File: config.mk
export PLATFORM = sky130hd
export DESIGN_NAME = fwd_hazard_unit
export DESIGN_NICKNAME = d
export VERILOG_FILES = /design/src/rtl/fwd_hazard_unit.sv
export SDC_FILE = /design/constraint.sdc
export NUM_CORES = 1
export LEC_CHECK = 0
export ABC_AREA = 1
export CAP_MARGIN = 20
export CORE_UTILIZATION = 30
export DETAILED_ROUTE_END_ITERATION = 7
export GPL_ROUTABILITY_DRIVEN = 1
export MAX_ROUTING_LAYER = met4
export PLACE_DENSITY = 0.6
export SYNTH_ARGS = -nofsm -noshare
export SYNTH_HDL_FRONTEND = slang
export SYNTH_SLANG_ARGS = --single-unit
File: constraint.sdc
create_clock -name clk -period 1.68 [get_ports clk]
set_clock_uncertainty 0.1 [all_clocks]
set_input_delay 0.504 -clock clk [delete_from_list [all_inputs] [get_ports clk]]
set_output_delay 0.504 -clock clk [all_outputs]
set_load 0.005 [all_outputs]
File: src/rtl/fwd_hazard_unit.sv
// EX-stage operand forwarding and load-use stall detection over a DEPTH-deep
// shift-register scoreboard of in-flight destinations, with a stall counter.
module fwd_hazard_unit #(
  parameter int unsigned REG_AW     = 5,
  parameter int unsigned DEPTH      = 3,
  parameter int unsigned LOAD_READY = 1,
  parameter int unsigned SEL_W      = $clog2(DEPTH + 1)
) (
  input  logic              clk,
  input  logic              rst_n,
  input  logic              ex_valid,
  input  logic [REG_AW-1:0] ex_rd,
  input  logic              ex_regwrite,
  input  logic              ex_load,
  input  logic [REG_AW-1:0] ex_rs,
  input  logic [REG_AW-1:0] ex_rt,
  input  logic [REG_AW-1:0] id_rs,
  input  logic [REG_AW-1:0] id_rt,
  input  logic              id_valid,
  input  logic              hold,
  input  logic              flush,
  output logic [SEL_W-1:0]  fwd_a,
  output logic [SEL_W-1:0]  fwd_b,
  output logic              stall_out,
  output logic [15:0]       stall_count
);

  localparam int unsigned CNT_W = 16;

  logic [DEPTH-1:0]  slot_valid;
  logic [DEPTH-1:0]  slot_rw;
  logic [DEPTH-1:0]  slot_ld;
  logic [REG_AW-1:0] slot_rd [DEPTH];
  logic [CNT_W-1:0]  count_q;

  logic [SEL_W-1:0]  sel_a, sel_b;
  logic              hit_a, hit_b;
  logic              seen_rs, seen_rt;
  logic              stall_rs, stall_rt;

  // Scoreboard shift: flush beats hold, hold freezes, otherwise EX enters slot 0
  always_ff @(posedge clk or negedge rst_n) begin
    if (!rst_n) begin
      slot_valid <= '0;
      slot_rw    <= '0;
      slot_ld    <= '0;
      for (int k = 0; k < int'(DEPTH); k++) slot_rd[k] <= '0;
    end else if (flush) begin
      slot_valid <= '0;
    end else if (!hold) begin
      for (int k = 1; k < int'(DEPTH); k++) begin
        slot_valid[k] <= slot_valid[k-1];
        slot_rw[k]    <= slot_rw[k-1];
        slot_ld[k]    <= slot_ld[k-1];
        slot_rd[k]    <= slot_rd[k-1];
      end
      slot_valid[0] <= ex_valid;
      slot_rw[0]    <= ex_regwrite;
      slot_ld[0]    <= ex_load;
      slot_rd[0]    <= ex_rd;
    end
  end

  // Youngest writer wins; a load not yet forwardable yields the register file
  always_comb begin
    sel_a = '0;
    sel_b = '0;
    hit_a = 1'b0;
    hit_b = 1'b0;
    for (int k = 0; k < int'(DEPTH); k++) begin
      if (!hit_a && slot_valid[k] && slot_rw[k] && slot_rd[k] == ex_rs && ex_rs != '0) begin
        hit_a = 1'b1;
        if (!slot_ld[k] || k >= int'(LOAD_READY)) sel_a = SEL_W'(k + 1);
      end
      if (!hit_b && slot_valid[k] && slot_rw[k] && slot_rd[k] == ex_rt && ex_rt != '0) begin
        hit_b = 1'b1;
        if (!slot_ld[k] || k >= int'(LOAD_READY)) sel_b = SEL_W'(k + 1);
      end
    end
  end

  // Load-use search: EX is distance 0, slot k is distance k+1
  always_comb begin
    seen_rs  = ex_valid && ex_regwrite && ex_rd == id_rs && id_rs != '0;
    seen_rt  = ex_valid && ex_regwrite && ex_rd == id_rt && id_rt != '0;
    stall_rs = seen_rs && ex_load && (LOAD_READY > 0);
    stall_rt = seen_rt && ex_load && (LOAD_READY > 0);
    for (int k = 0; k < int'(DEPTH); k++) begin
      if (!seen_rs && slot_valid[k] && slot_rw[k] && slot_rd[k] == id_rs && id_rs != '0) begin
        seen_rs  = 1'b1;
        stall_rs = slot_ld[k] && (k + 1 < int'(LOAD_READY));
      end
      if (!seen_rt && slot_valid[k] && slot_rw[k] && slot_rd[k] == id_rt && id_rt != '0) begin
        seen_rt  = 1'b1;
        stall_rt = slot_ld[k] && (k + 1 < int'(LOAD_READY));
      end
    end
  end

  assign fwd_a       = sel_a;
  assign fwd_b       = sel_b;
  assign stall_out   = rst_n && id_valid && !flush && (stall_rs || stall_rt);
  assign stall_count = count_q;

  // Saturating performance counter of stalled, non-frozen cycles
  always_ff @(posedge clk or negedge rst_n) begin
    if (!rst_n) begin
      count_q <= '0;
    end else if (stall_out && !hold && count_q != {CNT_W{1'b1}}) begin
      count_q <= count_q + CNT_W'(1);
    end
  end

endmodule

Word level (Yosys, flattened, before mapping) --
Cells that the tools add are included. W data, S select, Z words.
Word-level totals: flip-flop bits (word level) 38, output and inout bits 21, word-level logic and storage cells 124
Cells by class: add/subtract/negate cells 1, eq/ne operators 16, mux-type cells 23, bitwise operators 2, reductions and logical operators 75
Operators by type and width (number):
- $eq A5 B5 Y1 | 14
- $logic_and A1 B1 Y1 | 57
- $reduce_bool A5 Y1 | 4
- $add A16 B1 Y16 const B | 1
- $mux W1 | 16
- $ne A16 B16 Y1 const B | 1
- $logic_not A1 Y1 | 12
- $mux W2 | 5
- $mux W3 | 2
- $ne A2 B1 Y1 const B | 1
- $not A1 Y1 | 2
- $reduce_and A2 Y1 | 1
- $logic_or A1 B1 Y1 | 1

Longest topological paths before layout --
depth after elaboration 25, gate-level depth with buffers 13, depth with buffers taken out 12

Least setup slack after synthesis --
Ideal clock, no wire load.
kind input port to output port, from in ex_rt[1], to out fwd_b[1], arrival 1.263 ns, setup slack -0.187 ns, stages 7, path buffers 0, path through inv_1 -> nand2_1 -> nor4_1 -> a211oi_1 -> nand2_1 -> inv_1 -> o21ai_0
On the way: longest elaborated chain between the ends 16
Ends and longest elaborated chain:
- start: declaration | RTL line 16 | input logic [REG_AW-1:0] ex_rt,
- $eq A5 B5 Y1 | RTL line 75 | if (!hit_b && slot_valid[k] && slot_rw[k] && slot_rd[k] == ex_rt && ex_rt != '0) begin
- $logic_and A1 B1 Y1 (2 in series) | RTL line 75
- $mux W1 | RTL line 75
- $logic_not A1 Y1 | RTL line 75
- $logic_and A1 B1 Y1 (4 in series) | RTL line 75
- $mux W1 | RTL line 75
- $logic_not A1 Y1 | RTL line 75
- $logic_and A1 B1 Y1 (4 in series) | RTL line 75
- $mux W2 (*) | RTL line 75
- end: declaration | RTL line 23 | output logic [SEL_W-1:0] fwd_b,
Mark *: on every way between the ends. The rest lies on a longest branch, timed or not.

Worst setup path in the final report --
from reg slot_rd[10] (netlist name), to out fwd_b[0]
On the way: longest elaborated chain between the ends 16
Ends and longest elaborated chain:
- start: declaration | RTL line 33 | logic [REG_AW-1:0] slot_rd [DEPTH];
- start signal: indexed assignment | RTL line 55 | slot_rd[k] <= slot_rd[k-1];
- $eq A5 B5 Y1 (*) | RTL line 75
- $logic_and A1 B1 Y1 (*) (2 in series) | RTL line 75
- $mux W1 | RTL line 75
- $logic_not A1 Y1 | RTL line 75
- $logic_and A1 B1 Y1 (4 in series) | RTL line 75
- $mux W1 | RTL line 75
- $logic_not A1 Y1 | RTL line 75
- $logic_and A1 B1 Y1 (4 in series) | RTL line 75
- $mux W2 (*) | RTL line 75
Marked as above.

==> flow_metrics.py <==
metrics = {
    "cells_and_area": {
        "layout-drive-gt1-share_pct": 47.1,
        "fill_cells": 726,
        "num-nets-final": 519,
        "synthToLayoutAreaGrowth_pct": 69.3,
        "post-route-util_pct": 53.6,
        "stdcell_area_um2": 4230,
        "diodes": 0,
    },
    "timing": {
        "slew_viol_final": 0,
        "finalWorstSetupSlack_ns": -0.562,
        "grt_setup_unrepaired": "true",
        "final-hold-violation-count": 0,
        "final.min_clock_period_ns": 2.24,
        "fin_setup_tns_ns": -2.78,
        "max_freq_ghz": 0.446,
        "worstMarginPinSlew_ns": 0.516,
        "max_slew_margin_pct": 65.6,
        "finalCritPeriodShare_pct": 133,
        "setup-violations-final": 18,
        "hold_ws_ns": 0.237,
    },
    "global_route": {
        "grt_pass1_vias": 2648,
        "grt_use_total_pct": 18.7,
        "grt_pass1_wl_um": 12300,
        "grt_max_degree": 39,
        "antenna_found_initial": 0,
        "gr-total-overflow": 0,
    },
    "logic_synthesis": {
        "synth_area_per_cell_um2": 7.43,
        "yosys_warnings": 0,
        "synth_nets": 370,
        "syn-instance-count": 336,
        "netlist_area_um2": 2500,
        "ys_seq_elements": 38,
        "yosysSeqAreaShare_pct": 38.1,
        "synth_cell_types": 35,
    },
    "clock_tree": {
        "clock_sinks": 38,
        "clockBufferDepth": 2,
        "cts-hold-fix-buffers": 0,
        "cts_max_level": 2,
        "cts_inserted_buffers": 5,
        "cts_tree": "done",
        "clk_pin_slew_ns": 0.08,
        "insertion_delay_ns": 0.30,
        "clock-root-buffer": "clkbuf_8",
    },
    "routing": {
        "drt_pre_antenna_iters": 5,
        "wirelength_um": 7520,
        "dr.first_iter.drc_count": 105,
        "post_drt_wl_per_cell_um": 12.8,
        "ant_nets": 0,
        "drc": 0,
        "vias_per_cell": 4.64,
        "vias": 2726,
    },
    "placed_design": {
        "io_buffers": 53,
        "dp_hpwl_um": 5080,
        "gp_congestion": 1.01,
        "place_area_um2": 3550,
    },
    "critical_path": {
        "worstSetupStartpoint": "slot_rd[10]",
        "cp_data_arrival_time_ns": 1.64,
        "timing.rr.end": "stall_count[10]",
        "worstPathMaxFanout": 4,
        "cpMostUsedCell": "nand2_1",
        "critPathLaunchType": "flip-flop",
        "max_stage_delay_ns": 0.45,
        "critPathCapture": "fwd_b[0]",
        "worst-path-stages": 8,
        "critPathCaptureType": "output pin",
        "critPathBufInv": 3,
        "path_cells": "buf_6 -> xor2_1 -> a211oi_1 -> nand2_1 -> inv_2 -> nand2_2 -> nand2_1 -> buf_2",
        "crit_slowest_cell": "dfrtp_2",
        "critical-path-top-delay-family": "flip-flops",
        "worstSetupPathType": "flip-flop to output pin",
        "r2r-start": "stall_count[1]",
        "r2r_setup_slack_ns": -0.07,
        "cp.required_ns": 1.08,
        "r2r_cells": 10,
    },
    "floorplan": {
        "rows": 32,
        "coreArea_um2": 7890,
        "initial_core_util_pct": 31.6,
        "fp.dieW_um": 93.2,
        "pin_count": 54,
        "die_h_um": 93.2,
        "dieArea_um2": 8690,
    },
    "pwr": {
        "design_power_total_uw": 2360,
        "ir_drop_mv": 0.303,
        "p_per_area_nw_per_um2": 559,
        "p_leak_uw": 0.00210,
    },
    "run_status": {
        "violations": "setup timing",
        "status": "finished, violations left",
    },
    "hold_path": {
        "hp-class": "input port to asynchronous set/reset pin",
    },
    "run": {
        "cap_violations": 0,
    },
}
==> flip-flops by register name (all words and copies together), names as in the netlist <==
name / cells
slot_rw: 3
slot_valid: 3
stall_count: 16
slot_rd: 15
slot_ld: 1
==> cells in the mapped netlist (all sizes together) <==
cell	count	share of area (%)
a211oi	2	0.60
a21oi	1	0.20
a221oi	3	1.1
buf	2	0.90
clkbuf	3	0.45
clkinv	1	0.15
dfrtp	38	38
ha	1	0.50
inv	57	8.7
nand2	92	14
nand3	16	4.2
nand3b	4	1.2
nand4	7	2.4
nor2	38	7.1
nor3	10	3.9
nor4	4	1.0
o2111a	1	0.45
o2111ai	3	1.1
o211ai	1	0.30
o21ai	24	4.8
o22ai	9	2.3
or2	2	0.50
xnor2	6	2.1
xor2	11	3.9
==> repair_timing <==
item                                    4_1_cts  5_1_grt
pin swaps                                    66       56
gates cloned                                  2        0
endpoints found under the setup margin       37       23
resized for setup                           203       63
buffers inserted                             44        8
==> cells by family (layout without fill, tap and decap cells) <==
group | count (synthesis) | after routing | synth area share [%]
buffers and inverters | 63 | 213 | 10.2
adders and majority gates | 1 | 1 | 0.501
and+or+nand+nor | 173 | 173 | 34.5
AOI/OAI and AO/OA | 44 | 44 | 10.7
DFF | 38 | 38 | 38.1
xor gates and xnor gates | 17 | 17 | 5.96
==> report_power, final <==
| group | switching [uW] | internal [uW] | leakage, uW |
|---|---|---|---|
| Sequential | 70.9 | 990 | 0.000486 |
| Clock | 349 | 330 | 0.0000472 |
| Combinational | 292 | 329 | 0.00156 |
| Total | 712 | 1650 | 0.00210 |
==> final cells by class <==
cell class | count | area, um^2 | share of cell area [%]
Multi-Input combinational cell | 235 | 1560 | 36.9
Tap cell | 102 | 128 | 3.02
Sequential cell | 38 | 961 | 22.7
Clock inverter | 2 | 12.5 | 0.296
Timing Repair inverter | 1 | 11.3 | 0.266
Timing Repair Buffer | 146 | 1230 | 29.2
Inverter | 58 | 240 | 5.68
Clock buffer | 6 | 82.6 | 1.95
==> metal layers <==
layer	global-route usage (%)	up-vias	routed length (um)	part of all wire (%)
met5	-	-	0	0
met4	5.26	0	69	0.92
met3	1.95	6	226	3.0
met2	31.4	62	3720	50
met1	23.8	1277	3500	47
li1	-	1381	-	-
==> through the flow <==
stage | std cells | worst slack, ns
6_report | 588 | -0.562
3_3_place_gp | 538 | -1.36
4_1_cts | 590 | -0.553
5_1_grt | 588 | -0.650
3_5_place_dp | 538 | -1.38
2_1_floorplan | 336 | -0.0614
==> cell usage in the layout, fill, tap and decap left out, types with 11 or more instances in the layout <==
cell type       n
nor2_1         17
inv_1          39
inv_2          16
dlygate4sd2_1  19
nor2_2         12
o21ai_0        17
nand2_2        12
buf_4          79
nand2_1        77
xor2_1         11
dfrtp_1        30
buf_2          14
buf_6          21
==> worst min-delay path by stage <==
stage	startpoint	endpoint	slack, ns	depth (start not counted)
after global placement	slot_rd[6]	slot_rd[1]	0.36	2
after floorplan	rst_n	slot_ld[0]	0.11	0
after CTS	rst_n	stall_count[9]	0.26	2
final	rst_n	stall_count[3]	0.24	2
after detailed placement	slot_rd[6]	slot_rd[1]	0.37	2
after global routing	rst_n	stall_count[2]	0.28	2
No activity file was read; power rests on OpenSTA's default activity.
